===== config.mk =====
export PLATFORM = sky130hd
export DESIGN_NAME = sap_prog_loader
export DESIGN_NICKNAME = d
export VERILOG_FILES = /design/src/rtl/sap_pkg.sv /design/src/rtl/sap_prog_loader.sv
export SDC_FILE = /design/constraint.sdc
export NUM_CORES = 1
export LEC_CHECK = 0
export BUFFER_PORTS_ARGS = -buffer_cell sky130_fd_sc_hd__buf_2
export CAP_MARGIN = 10
export CORE_MARGIN = 2
export CORE_UTILIZATION = 47
export DETAILED_ROUTE_END_ITERATION = 7
export GPL_ROUTABILITY_DRIVEN = 1
export HOLD_SLACK_MARGIN = 0.02
export PLACE_DENSITY_LB_ADDON = 0.12
export SLEW_MARGIN = 5
export SYNTH_ARGS = -nofsm -noshare
export SYNTH_HDL_FRONTEND = slang
export SYNTH_SLANG_ARGS = --single-unit

===== constraint.sdc =====
create_clock -name clk -period 1.74 [get_ports clk]
set_clock_uncertainty 0.05 [all_clocks]
set_input_delay 0.435 -clock clk [delete_from_list [all_inputs] [get_ports clk]]
set_output_delay 0.435 -clock clk [all_outputs]
set_load 0.05 [all_outputs]

===== src/rtl/sap_pkg.sv =====
// Shared SAP-1 definitions: bus widths, program-frame sync byte and loader states.
package sap_pkg;

  localparam int SAP_ADDR_W = 4;
  localparam int SAP_DATA_W = 8;
  localparam logic [7:0] SAP_SYNC_BYTE = 8'hA5;

  typedef enum logic [2:0] {
    LD_IDLE,
    LD_HDR,
    LD_LOAD,
    LD_CHECK,
    LD_FIN
  } load_state_t;

endpackage


===== src/rtl/sap_prog_loader.sv =====
// Program loader: takes a framed byte stream (sync, DEPTH payload bytes,
// XOR checksum), writes the payload into the SAP-1 RAM through the
// programming port and holds prog_mode for the duration of the session.
module sap_prog_loader
  import sap_pkg::*;
#(
  parameter int                ADDR_W    = SAP_ADDR_W,
  parameter int                DATA_W    = SAP_DATA_W,
  parameter int                DEPTH     = 16,
  parameter logic [DATA_W-1:0] SYNC_BYTE = SAP_SYNC_BYTE
) (
  input  logic              clk,
  input  logic              clr,
  input  logic              start,
  input  logic              abort,
  input  logic              s_valid,
  input  logic [DATA_W-1:0] s_data,
  output logic              s_ready,
  output logic              prog_mode,
  output logic [ADDR_W-1:0] prog_addr,
  output logic [DATA_W-1:0] prog_data,
  output logic              prog_we,
  output logic              busy,
  output logic              done,
  output logic              err
);

  // Address of the final payload byte; its accept closes the LOAD phase.
  localparam logic [ADDR_W-1:0] LAST_ADDR = ADDR_W'(DEPTH - 1);

  load_state_t       state_reg;
  logic [ADDR_W-1:0] addr_reg;
  logic [DATA_W-1:0] acc_reg;
  logic              accept;

  // Ready depends on state only, so the host may present data freely.
  assign s_ready = (state_reg == LD_HDR) || (state_reg == LD_LOAD) ||
                   (state_reg == LD_CHECK);
  assign accept  = s_valid && s_ready;

  // Session FSM with address counter, checksum accumulator and a one-stage
  // write pipeline; every output is registered here.
  always_ff @(posedge clk or posedge clr) begin
    if (clr) begin
      state_reg <= LD_IDLE;
      addr_reg  <= '0;
      acc_reg   <= '0;
      prog_mode <= 1'b0;
      prog_addr <= '0;
      prog_data <= '0;
      prog_we   <= 1'b0;
      busy      <= 1'b0;
      done      <= 1'b0;
      err       <= 1'b0;
    end else begin
      // Strobes default low; a write accepted last cycle has already issued.
      prog_we <= 1'b0;
      done    <= 1'b0;
      case (state_reg)
        LD_IDLE: begin
          // abort in the same cycle as start keeps the loader idle
          if (start && !abort) begin
            state_reg <= LD_HDR;
            prog_mode <= 1'b1;
            busy      <= 1'b1;
            err       <= 1'b0;
            addr_reg  <= '0;
            acc_reg   <= '0;
          end
        end
        LD_HDR: begin
          if (abort) begin
            state_reg <= LD_IDLE;
            prog_mode <= 1'b0;
            busy      <= 1'b0;
          end else if (accept && (s_data == SYNC_BYTE)) begin
            state_reg <= LD_LOAD;
          end
        end
        LD_LOAD: begin
          if (abort) begin
            state_reg <= LD_IDLE;
            prog_mode <= 1'b0;
            busy      <= 1'b0;
          end else if (accept) begin
            prog_addr <= addr_reg;
            prog_data <= s_data;
            prog_we   <= 1'b1;
            acc_reg   <= acc_reg ^ s_data;
            addr_reg  <= addr_reg + 1'b1;
            if (addr_reg == LAST_ADDR) begin
              state_reg <= LD_CHECK;
            end
          end
        end
        LD_CHECK: begin
          if (abort) begin
            state_reg <= LD_IDLE;
            prog_mode <= 1'b0;
            busy      <= 1'b0;
          end else if (accept) begin
            state_reg <= LD_FIN;
            if (s_data == acc_reg) begin
              err  <= 1'b0;
              done <= 1'b1;
            end else begin
              err  <= 1'b1;
            end
          end
        end
        LD_FIN: begin
          state_reg <= LD_IDLE;
          prog_mode <= 1'b0;
          busy      <= 1'b0;
        end
        default: begin
          state_reg <= LD_IDLE;
          prog_mode <= 1'b0;
          busy      <= 1'b0;
        end
      endcase
    end
  end

endmodule


==> results of run 1 <==
worst register-to-register path, stage by stage (launching register included):
cell and delay, ns:
dfrtp_2 0.46, o21bai_1 0.18, buf_4 0.14, nor4_1 0.35, o22ai_1 0.13, and2_1 0.17
logic make-up after synthesis:
kind of cell / count (synthesis)
compound gates: 32
xor+xnor: 8
fa+ha+maj: 1
buf+inv: 10
flops: 31
simple gates: 75
routing by layer:
metal  GRT usage  up-vias  routed length [um]
li1            -      619                   -
met1       0.271      609                1460
met2       0.315       34                1510
met3      0.0714        7                 169
met4       0.105        0                  74
met5           0        -                   0
cells in the final DEF, fill, tap and decap left out, types with 2 or more instances in the layout:
cell / count
nand2_1: 42
buf_2: 29
dfrtp_1: 28
o21ai_0: 18
buf_4: 11
nor3_1: 9
xor2_1: 8
o21ai_1: 5
clkbuf_4: 5
nor2b_1: 4
and2_1: 3
nor4_1: 3
dfrtp_2: 3
nor3_2: 2
nor2_1: 2
nand2b_1: 2
nand4bb_1: 2
a21oi_1: 2
a22o_1: 2
inv_1: 2
and3_1: 2
clkbuf_1: 2
final timing paths:
| kind | from | end | slack [ns] |
|---|---|---|---|
| hold reg to reg | prog_data[5]$_DFFE_PP0P_ | prog_data[5]$_DFFE_PP0P_ | 0.42 |
| max in group asynchronous | clr | state_reg[2]$_DFFE_PP0P_ | 1.23 |
| min in group clk | abort | state_reg[1]$_DFFE_PP0P_ | 0.28 |
| setup reg to reg | state_reg[2]$_DFFE_PP0P_ | state_reg[0]$_DFFE_PP0P_ | 0.15 |
| setup / recovery | state_reg[2]$_DFFE_PP0P_ | s_ready | 0.04 |
| hold / removal | clr | prog_addr[1]$_DFFE_PP0P_ | 0.10 |
stage by stage:
stage,util,hold slack [ns],setup WS [ns]
2_1_floorplan,-,0.407,0.286
3_3_place_gp,0.547,0.403,0.113
3_5_place_dp,0.547,0.407,0.114
4_1_cts,0.570,0.111,0.00333
5_1_grt,0.580,0.137,-0.00579
6_report,0.580,0.101,0.0365
power groups by stage:
stage | Sequential, mW | Combinational, mW | Clock (mW)
5_1_grt | 0.734 | 0.160 | 0.447
4_1_cts | 0.735 | 0.139 | 0.413
2_1_floorplan | 0.759 | 0.0840 | 0
3_3_place_gp | 0.748 | 0.135 | 0
3_5_place_dp | 0.748 | 0.135 | 0
6_report | 0.732 | 0.146 | 0.406
final cells by class:
class,count,area [um^2],share of cell area
Clock inverter,1,5.00,0.00285
Sequential cell,31,779,0.444
Inverter,3,11.3,0.00641
Multi-Input combinational cell,116,633,0.360
Tap cell,44,55.1,0.0313
Timing Repair Buffer,40,228,0.130
Clock buffer,7,45.0,0.0256
what timing repair did:
action	4_1_cts	5_1_grt
hold buffers	0	0
cloned	0	0
pin swaps	1	0
buffers inserted	2	4
endpoints found under the setup margin	1	1
gates resized for setup	3	1
==> impl_metrics.env, run 1 <==
export IMPL_peakVddDrop_mv=0.413
export IMPL_syn_to_final_growth_pct=19.3
export IMPL_start_util=0.486
export IMPL_fin_cells=242
export IMPL_power_frac_comb=0.114
export IMPL_critical_path_buf_inv_count=2
export IMPL_tightest_slew_ns=0.381
export IMPL_synth_compound_area_frac=0.124
export IMPL_grt_pass1_vias=1162
export IMPL_synth_top_family_by_area="simple AND/OR/NAND/NOR gates"
export IMPL_power_per_cell_area_nw_per_um2=731
export IMPL_synth_top_area_frac=0.527
export IMPL_path_clk_slew_ns=0.10
export IMPL_synth_commonest_cells="nand2_1 (42), dfrtp_1 (31), o21ai_0 (18)"
export IMPL_placed_area_um2=1660
export IMPL_cp_start_kind="flip-flop"
export IMPL_outcome="finished, final reports clean"
export IMPL_fp_dieArea_um2=3600
export IMPL_grt_ovfl_total=0
export IMPL_seqPwrFrac=0.570
export IMPL_reg2regPathDepth=5
export IMPL_fin_total_pwr_mw=1.28
export IMPL_hpwl_um=2190
export IMPL_clock_path_buffers=2
export IMPL_fill_cells=269
export IMPL_synth_top_cell_by_area="dfrtp_1"
export IMPL_layout_min_cycle_time_ns=1.70
export IMPL_synth_top_flop_cell="dfrtp_1"
export IMPL_drc=0
export IMPL_period_share=0.979
export IMPL_drive_gt1_frac=0.268
export IMPL_gp_congestion=0.863
export IMPL_ys_warnings_count=0
export IMPL_cts_root_buf="clkbuf_4"
export IMPL_fin_area_um2=1760
export IMPL_internal_power_mw=0.932
export IMPL_cts_tree="built"
export IMPL_synth_seq_cells=31
export IMPL_relSlewSlack=0.744
export IMPL_antenna_found_initial=0
export IMPL_htreeDepth=2
export IMPL_drv_slew=0
export IMPL_synth_edff_count=0
export IMPL_clkPwrFrac=0.316
export IMPL_vias=1269
export IMPL_setup_viol=0
export IMPL_portBuffers=30
export IMPL_endpoint_kind="output pin"
export IMPL_p_sw_frac=0.275
export IMPL_grt_pass1_wl_um=5380
export IMPL_hold_viol=0
export IMPL_max_stage_delay_ns=0.46
export IMPL_wl_um=3210
export IMPL_avgViaCountPerCell=5.24
export IMPL_fin_nets=211
export IMPL_drtAntennaViolNets=0
export IMPL_antenna_cells=0
export IMPL_worstSkewPairLatency_ns=0.33
export IMPL_yosys_area_share_simple=0.250
export IMPL_synth_area_per_cell_um2=9.38
export IMPL_fp_dieW_um=60.0
export IMPL_crit_type="reg2out"
export IMPL_synthCells=157
export IMPL_drt_iter0_drc=36
export IMPL_synth_most_common_cell="nand2_1"
export IMPL_clock_sink_count=31
export IMPL_seq_area_frac_synth=0.527
export IMPL_die_h_um=60.0
export IMPL_core_area_um2=3030
export IMPL_cp_top_family="flip-flops"
export IMPL_synth_mux_area_frac=0
export IMPL_grt_max_degree=32
export IMPL_synth_area_leaders="dfrtp_1 (53%), nand2_1 (11%), o21ai_0 (6.1%)"
export IMPL_ys_types=31
export IMPL_placed_cells=228
export IMPL_ios=31
export IMPL_ys_async_sr_fraction=1.00
export IMPL_drv_cap=0
export IMPL_netSwitchingPower_mw=0.353
export IMPL_wl_per_cell_um=13.3
export IMPL_synthXorXnorAreaFrac=0.0476
export IMPL_cp_data_arrival_time_ns=1.22
export IMPL_syn_cell_area_um2=1470
export IMPL_num_rows=20
export IMPL_crit_cells=3
export IMPL_grt_usage=0.210
export IMPL_firstDrtPassIters=4
export IMPL_path_cells="o21bai_1 -> inv_1 -> buf_4"
export IMPL_power_leakage_nw=0.948
export IMPL_hold_class="in2async"
export IMPL_fin_setup_tns_ns=0
export IMPL_synthAdderAreaFrac=0.00850
export IMPL_syn_nets=171
export IMPL_crit_required_ns=1.25
export IMPL_max_freq_ghz=0.587
export IMPL_slowest_stage="dfrtp_2"
export IMPL_path_max_fanout=7
export IMPL_numCtsBuffers=5
No activity file was read; power rests on OpenSTA's default activity.
==> run 2, diff against run 1 <==
CORE_UTILIZATION = 25   (was 47)
==> run 2 against run 1 <==
- sequential power grew 0.5%
- register-to-register slack is essentially flat
- first-iteration DRC count shrank 17%
- cell count grew 8.7%
- wire length grew 7.1%
- critical endpoint unchanged
- highest routed layer unchanged
==> impl_metrics.env, run 2 (synthesized netlist as in run 1, its figures left out) <==
export IMPL_outcome="finished, final reports clean"
export IMPL_final_common_cell="nand2_1"
export IMPL_tightest_slew_ns=0.405
export IMPL_p_sw_frac=0.251
export IMPL_max_freq_ghz=0.594
export IMPL_power_leakage_nw=0.933
export IMPL_placed_area_um2=1690
export IMPL_layout_min_cycle_time_ns=1.68
export IMPL_crit_required_ns=1.25
export IMPL_path_cells="o21bai_2 -> inv_1 -> buf_4"
export IMPL_path_max_fanout=11
export IMPL_drc=0
export IMPL_ios=31
export IMPL_drive_gt1_frac=0.251
export IMPL_rsz0062_at_grt="false"
export IMPL_seqPwrFrac=0.531
export IMPL_drv_cap=0
export IMPL_drtAntennaViolNets=0
export IMPL_cp_start_kind="flip-flop"
export IMPL_drt_iter0_drc=30
export IMPL_gp_congestion=0.771
export IMPL_fin_nets=206
export IMPL_netSwitchingPower_mw=0.348
export IMPL_antenna_cells=0
export IMPL_die_h_um=80.8
export IMPL_clock_sink_count=31
export IMPL_mostFrequentLayoutCells="nand2_1 (42), buf_2 (29), dfrtp_1 (28)"
export IMPL_final_setup_worst_slack_ns=0.0560
export IMPL_cp_top_family="flip-flops"
export IMPL_syn_to_final_growth_pct=20.9
export IMPL_setup_viol=0
export IMPL_firstDrtPassIters=4
export IMPL_fp_dieArea_um2=6520
export IMPL_final_core_utilization=0.317
export IMPL_period_share=0.968
export IMPL_cp_data_arrival_time_ns=1.20
export IMPL_portBuffers=30
export IMPL_antenna_found_initial=0
export IMPL_placed_cells=256
export IMPL_num_rows=27
export IMPL_path_clk_slew_ns=0.06
export IMPL_worstSkewPairLatency_ns=0.27
export IMPL_grt_max_degree=32
export IMPL_hold_viol=0
export IMPL_clock_path_buffers=2
export IMPL_internal_power_mw=1.04
export IMPL_grt_usage=0.118
export IMPL_slowest_stage="dfrtp_2"
export IMPL_fill_cells=629
export IMPL_vias=1202
export IMPL_fin_setup_tns_ns=0
export IMPL_endpoint_kind="output pin"
export IMPL_cts_tree="built"
export IMPL_cts_root_buf="clkbuf_8"
export IMPL_power_frac_comb=0.100
export IMPL_hold_class="in2async"
export IMPL_wl_per_cell_um=13.1
export IMPL_hold_buffers=0
export IMPL_relSlewSlack=0.730
export IMPL_grt_pass1_wl_um=5840
export IMPL_wl_um=3440
export IMPL_drv_slew=0
export IMPL_pre_cts_ws_ns=0.154
export IMPL_peakVddDrop_mv=0.326
export IMPL_fin_cells=263
export IMPL_critical_path_buf_inv_count=2
export IMPL_start_util=0.263
export IMPL_numCtsBuffers=5
export IMPL_grt_pass1_vias=1255
export IMPL_hold_slack_ns=0.182
export IMPL_power_per_cell_area_nw_per_um2=778
export IMPL_hpwl_um=2510
export IMPL_fin_area_um2=1780
export IMPL_avgViaCountPerCell=4.57
export IMPL_clkPwrFrac=0.369
export IMPL_grt_ovfl_total=0
export IMPL_htreeDepth=2
export IMPL_max_stage_delay_ns=0.48
export IMPL_fin_total_pwr_mw=1.39
export IMPL_fp_dieW_um=80.8
export IMPL_crit_type="reg2out"
export IMPL_core_area_um2=5610
==> run 2: per-layer routing <==
metal,share of wire,global-route usage,vias up
li1,-,-,599
met1,0.46,0.143,577
met2,0.48,0.201,21
met3,0.049,0.0356,5
met4,0.017,0.0424,0
met5,0,0,-
==> run 2: repair_timing <==
action	in CTS	in global routing
resized for setup	2	3
endpoints found under the setup margin	1	1
buffers inserted	1	0
pin swaps	1	0
==> run 2: worst paths after layout <==
check                                                end  slack (ns)                     start  depth (start not counted)
worst min register to register  prog_data[2]$_DFFE_PP0P_        0.42  prog_data[2]$_DFFE_PP0P_                          2
worst min-delay path            prog_data[5]$_DFFE_PP0P_        0.18                       clr                          3
min in group clk                state_reg[1]$_DFFE_PP0P_        0.34                     abort                          2
worst max register to register  state_reg[0]$_DFFE_PP0P_        0.16  state_reg[2]$_DFFE_PP0P_                          5
max in group asynchronous       state_reg[2]$_DFFE_PP0P_        1.15                       clr                          3
worst max-delay path                             s_ready        0.06  state_reg[1]$_DFFE_PP0P_                          3
==> run 2: power by group through the flow <==
stage	clock (mW)	sequential, mW	combinational (mW)
floorplan	0	0.759	0.0840
global placement	0	0.748	0.137
detailed placement	0	0.748	0.136
CTS	0.544	0.735	0.140
global route	0.571	0.736	0.151
finish	0.511	0.736	0.138
==> run 2: final cells by class <==
| cell class | instances | area, um^2 | area share |
|---|---|---|---|
| flip-flops and latches | 31 | 779 | 0.438 |
| repair buffers | 35 | 190 | 0.107 |
| clock buffers | 6 | 72.6 | 0.0408 |
| well taps | 72 | 90.1 | 0.0506 |
| multi-input cells | 116 | 637 | 0.358 |
| inverters | 3 | 11.3 | 0.00632 |
==> run 2: worst min-delay path, cell delays in order <==
cell   delay [ns]
buf_2        0.09
inv_1        0.04
buf_4        0.36
==> run 3, diff against run 2 <==
CTS_BUF_LIST = sky130_fd_sc_hd__clkbuf_8   (was unset)
==> run 3 against run 2 <==
- global-route usage stayed put
- worst hold slack stayed put
- wire length is the same
- core utilization unchanged
- first-iteration DRC count did not move
- count of clock-buffer cells in the layout fell by 1
- sequential power about the same
- register-to-register slack barely moved
- sequential share of layout area unchanged
- cell count stayed put
==> impl_metrics.env, run 3 (synthesized netlist as in run 1, its figures left out) <==
export IMPL_hold_viol=0
export IMPL_internal_power_mw=1.03
export IMPL_rsz0062_at_grt="false"
export IMPL_seqCellArea_um2=779
export IMPL_numCtsBuffers=5
export IMPL_tightest_slew_ns=0.405
export IMPL_cp_data_arrival_time_ns=1.20
export IMPL_num_rows=27
export IMPL_period_share=0.968
export IMPL_crit_required_ns=1.25
export IMPL_wl_um=3440
export IMPL_worstSkewPairLatency_ns=0.27
export IMPL_fin_setup_tns_ns=0
export IMPL_start_util=0.263
export IMPL_fp_dieArea_um2=6520
export IMPL_cts_root_buf="clkbuf_8"
export IMPL_core_area_um2=5610
export IMPL_clkPwrFrac=0.367
export IMPL_outcome="finished, final reports clean"
export IMPL_placed_area_um2=1690
export IMPL_die_h_um=80.8
export IMPL_layout_min_cycle_time_ns=1.68
export IMPL_multi_input_area_um2=637
export IMPL_fin_area_um2=1780
export IMPL_drt_iter0_drc=30
export IMPL_cp_start_kind="flip-flop"
export IMPL_fin_nets=206
export IMPL_grt_pass1_vias=1255
export IMPL_p_sw_frac=0.253
export IMPL_mostFrequentLayoutCells="nand2_1 (42), buf_2 (29), dfrtp_1 (28)"
export IMPL_antenna_cells=0
export IMPL_netSwitchingPower_mw=0.349
export IMPL_syn_to_final_growth_pct=20.9
export IMPL_wl_per_cell_um=13.1
export IMPL_setup_viol=0
export IMPL_avgViaCountPerCell=4.57
export IMPL_peakVddDrop_mv=0.326
export IMPL_htreeDepth=2
export IMPL_endpoint_kind="output pin"
export IMPL_path_clk_slew_ns=0.06
export IMPL_max_freq_ghz=0.594
export IMPL_clock_sink_count=31
export IMPL_power_per_cell_area_nw_per_um2=775
export IMPL_grt_ovfl_total=0
export IMPL_antenna_found_initial=0
export IMPL_drtAntennaViolNets=0
export IMPL_grt_usage=0.118
export IMPL_hold_class="in2async"
export IMPL_grt_max_degree=32
export IMPL_portBuffers=30
export IMPL_vias=1202
export IMPL_firstDrtPassIters=4
export IMPL_grt_pass1_wl_um=5840
export IMPL_seqPwrFrac=0.533
export IMPL_power_frac_comb=0.100
export IMPL_drive_gt1_frac=0.251
export IMPL_drc=0
export IMPL_final_common_cell="nand2_1"
export IMPL_drv_slew=0
export IMPL_hpwl_um=2510
export IMPL_power_leakage_nw=0.937
export IMPL_clock_path_buffers=2
export IMPL_gp_congestion=0.771
export IMPL_drv_cap=0
export IMPL_cts_tree="built"
export IMPL_relSlewSlack=0.730
export IMPL_ios=31
export IMPL_hold_slack_ns=0.182
export IMPL_fp_dieW_um=80.8
export IMPL_fill_cells=629
export IMPL_crit_type="reg2out"
export IMPL_hold_buffers=0
export IMPL_path_max_fanout=11
## run 3: changes by cell type in the layout (fill, tap and decap cells not counted), sizes merged
cell    change
inv         +1
clkbuf      -1
## run 3: final timing paths
path | start | end | slack, ns | cells after the start
worst max-delay path | state_reg[1]$_DFFE_PP0P_ | s_ready | 0.06 | 3
worst min-delay path | clr | prog_data[5]$_DFFE_PP0P_ | 0.18 | 3
worst max register to register | state_reg[2]$_DFFE_PP0P_ | state_reg[0]$_DFFE_PP0P_ | 0.16 | 5
worst min register to register | prog_data[2]$_DFFE_PP0P_ | prog_data[2]$_DFFE_PP0P_ | 0.42 | 2
max in group asynchronous | clr | state_reg[2]$_DFFE_PP0P_ | 1.15 | 3
min in group clk | abort | state_reg[1]$_DFFE_PP0P_ | 0.34 | 2
## run 3: what timing repair did
item / 4_1_cts / 5_1_grt
buffers inserted: 1 / 0
endpoints found under the setup margin: 1 / 1
gates resized for setup: 2 / 3
pin swaps: 1 / 0
## run 3: final cells by class
type | instances | area share
inverters | 3 | 0.00632
clock buffers | 5 | 0.0387
flip-flops and latches | 31 | 0.438
well taps | 72 | 0.0506
repair buffers | 35 | 0.107
clock inverters | 1 | 0.00211
multi-input cells | 116 | 0.358
## run 3: power by group through the flow
stage	clock (mW)	sequential, mW	combinational (mW)
2_1_floorplan	0	0.759	0.0840
3_3_place_gp	0	0.748	0.137
3_5_place_dp	0	0.748	0.136
4_1_cts	0.539	0.735	0.140
5_1_grt	0.566	0.736	0.151
6_report	0.506	0.736	0.138
## run 3: layer usage
layer  global-route usage  vias up  share of wire
li1                     -      599              -
met1                0.143      577           0.46
met2                0.201       21           0.48
met3               0.0356        5          0.049
met4               0.0424        0          0.017
met5                    0        -              0
## run 3: through the flow
step                      instances   util  total power [mW]  setup WS (ns)
after floorplan                 157      -             0.843          0.286
after global placement          256  0.301             0.885          0.151
after detailed placement        256  0.301             0.884          0.154
after CTS                       263  0.316              1.41        0.00803
after global routing            263  0.317              1.45        0.00341
final                           263  0.317              1.38         0.0560
## run 3: worst max-delay path, cell delays in order (launching register included)
cell	delay [ns]
dfrtp_2	0.48
o21bai_2	0.20
inv_1	0.06
buf_4	0.19
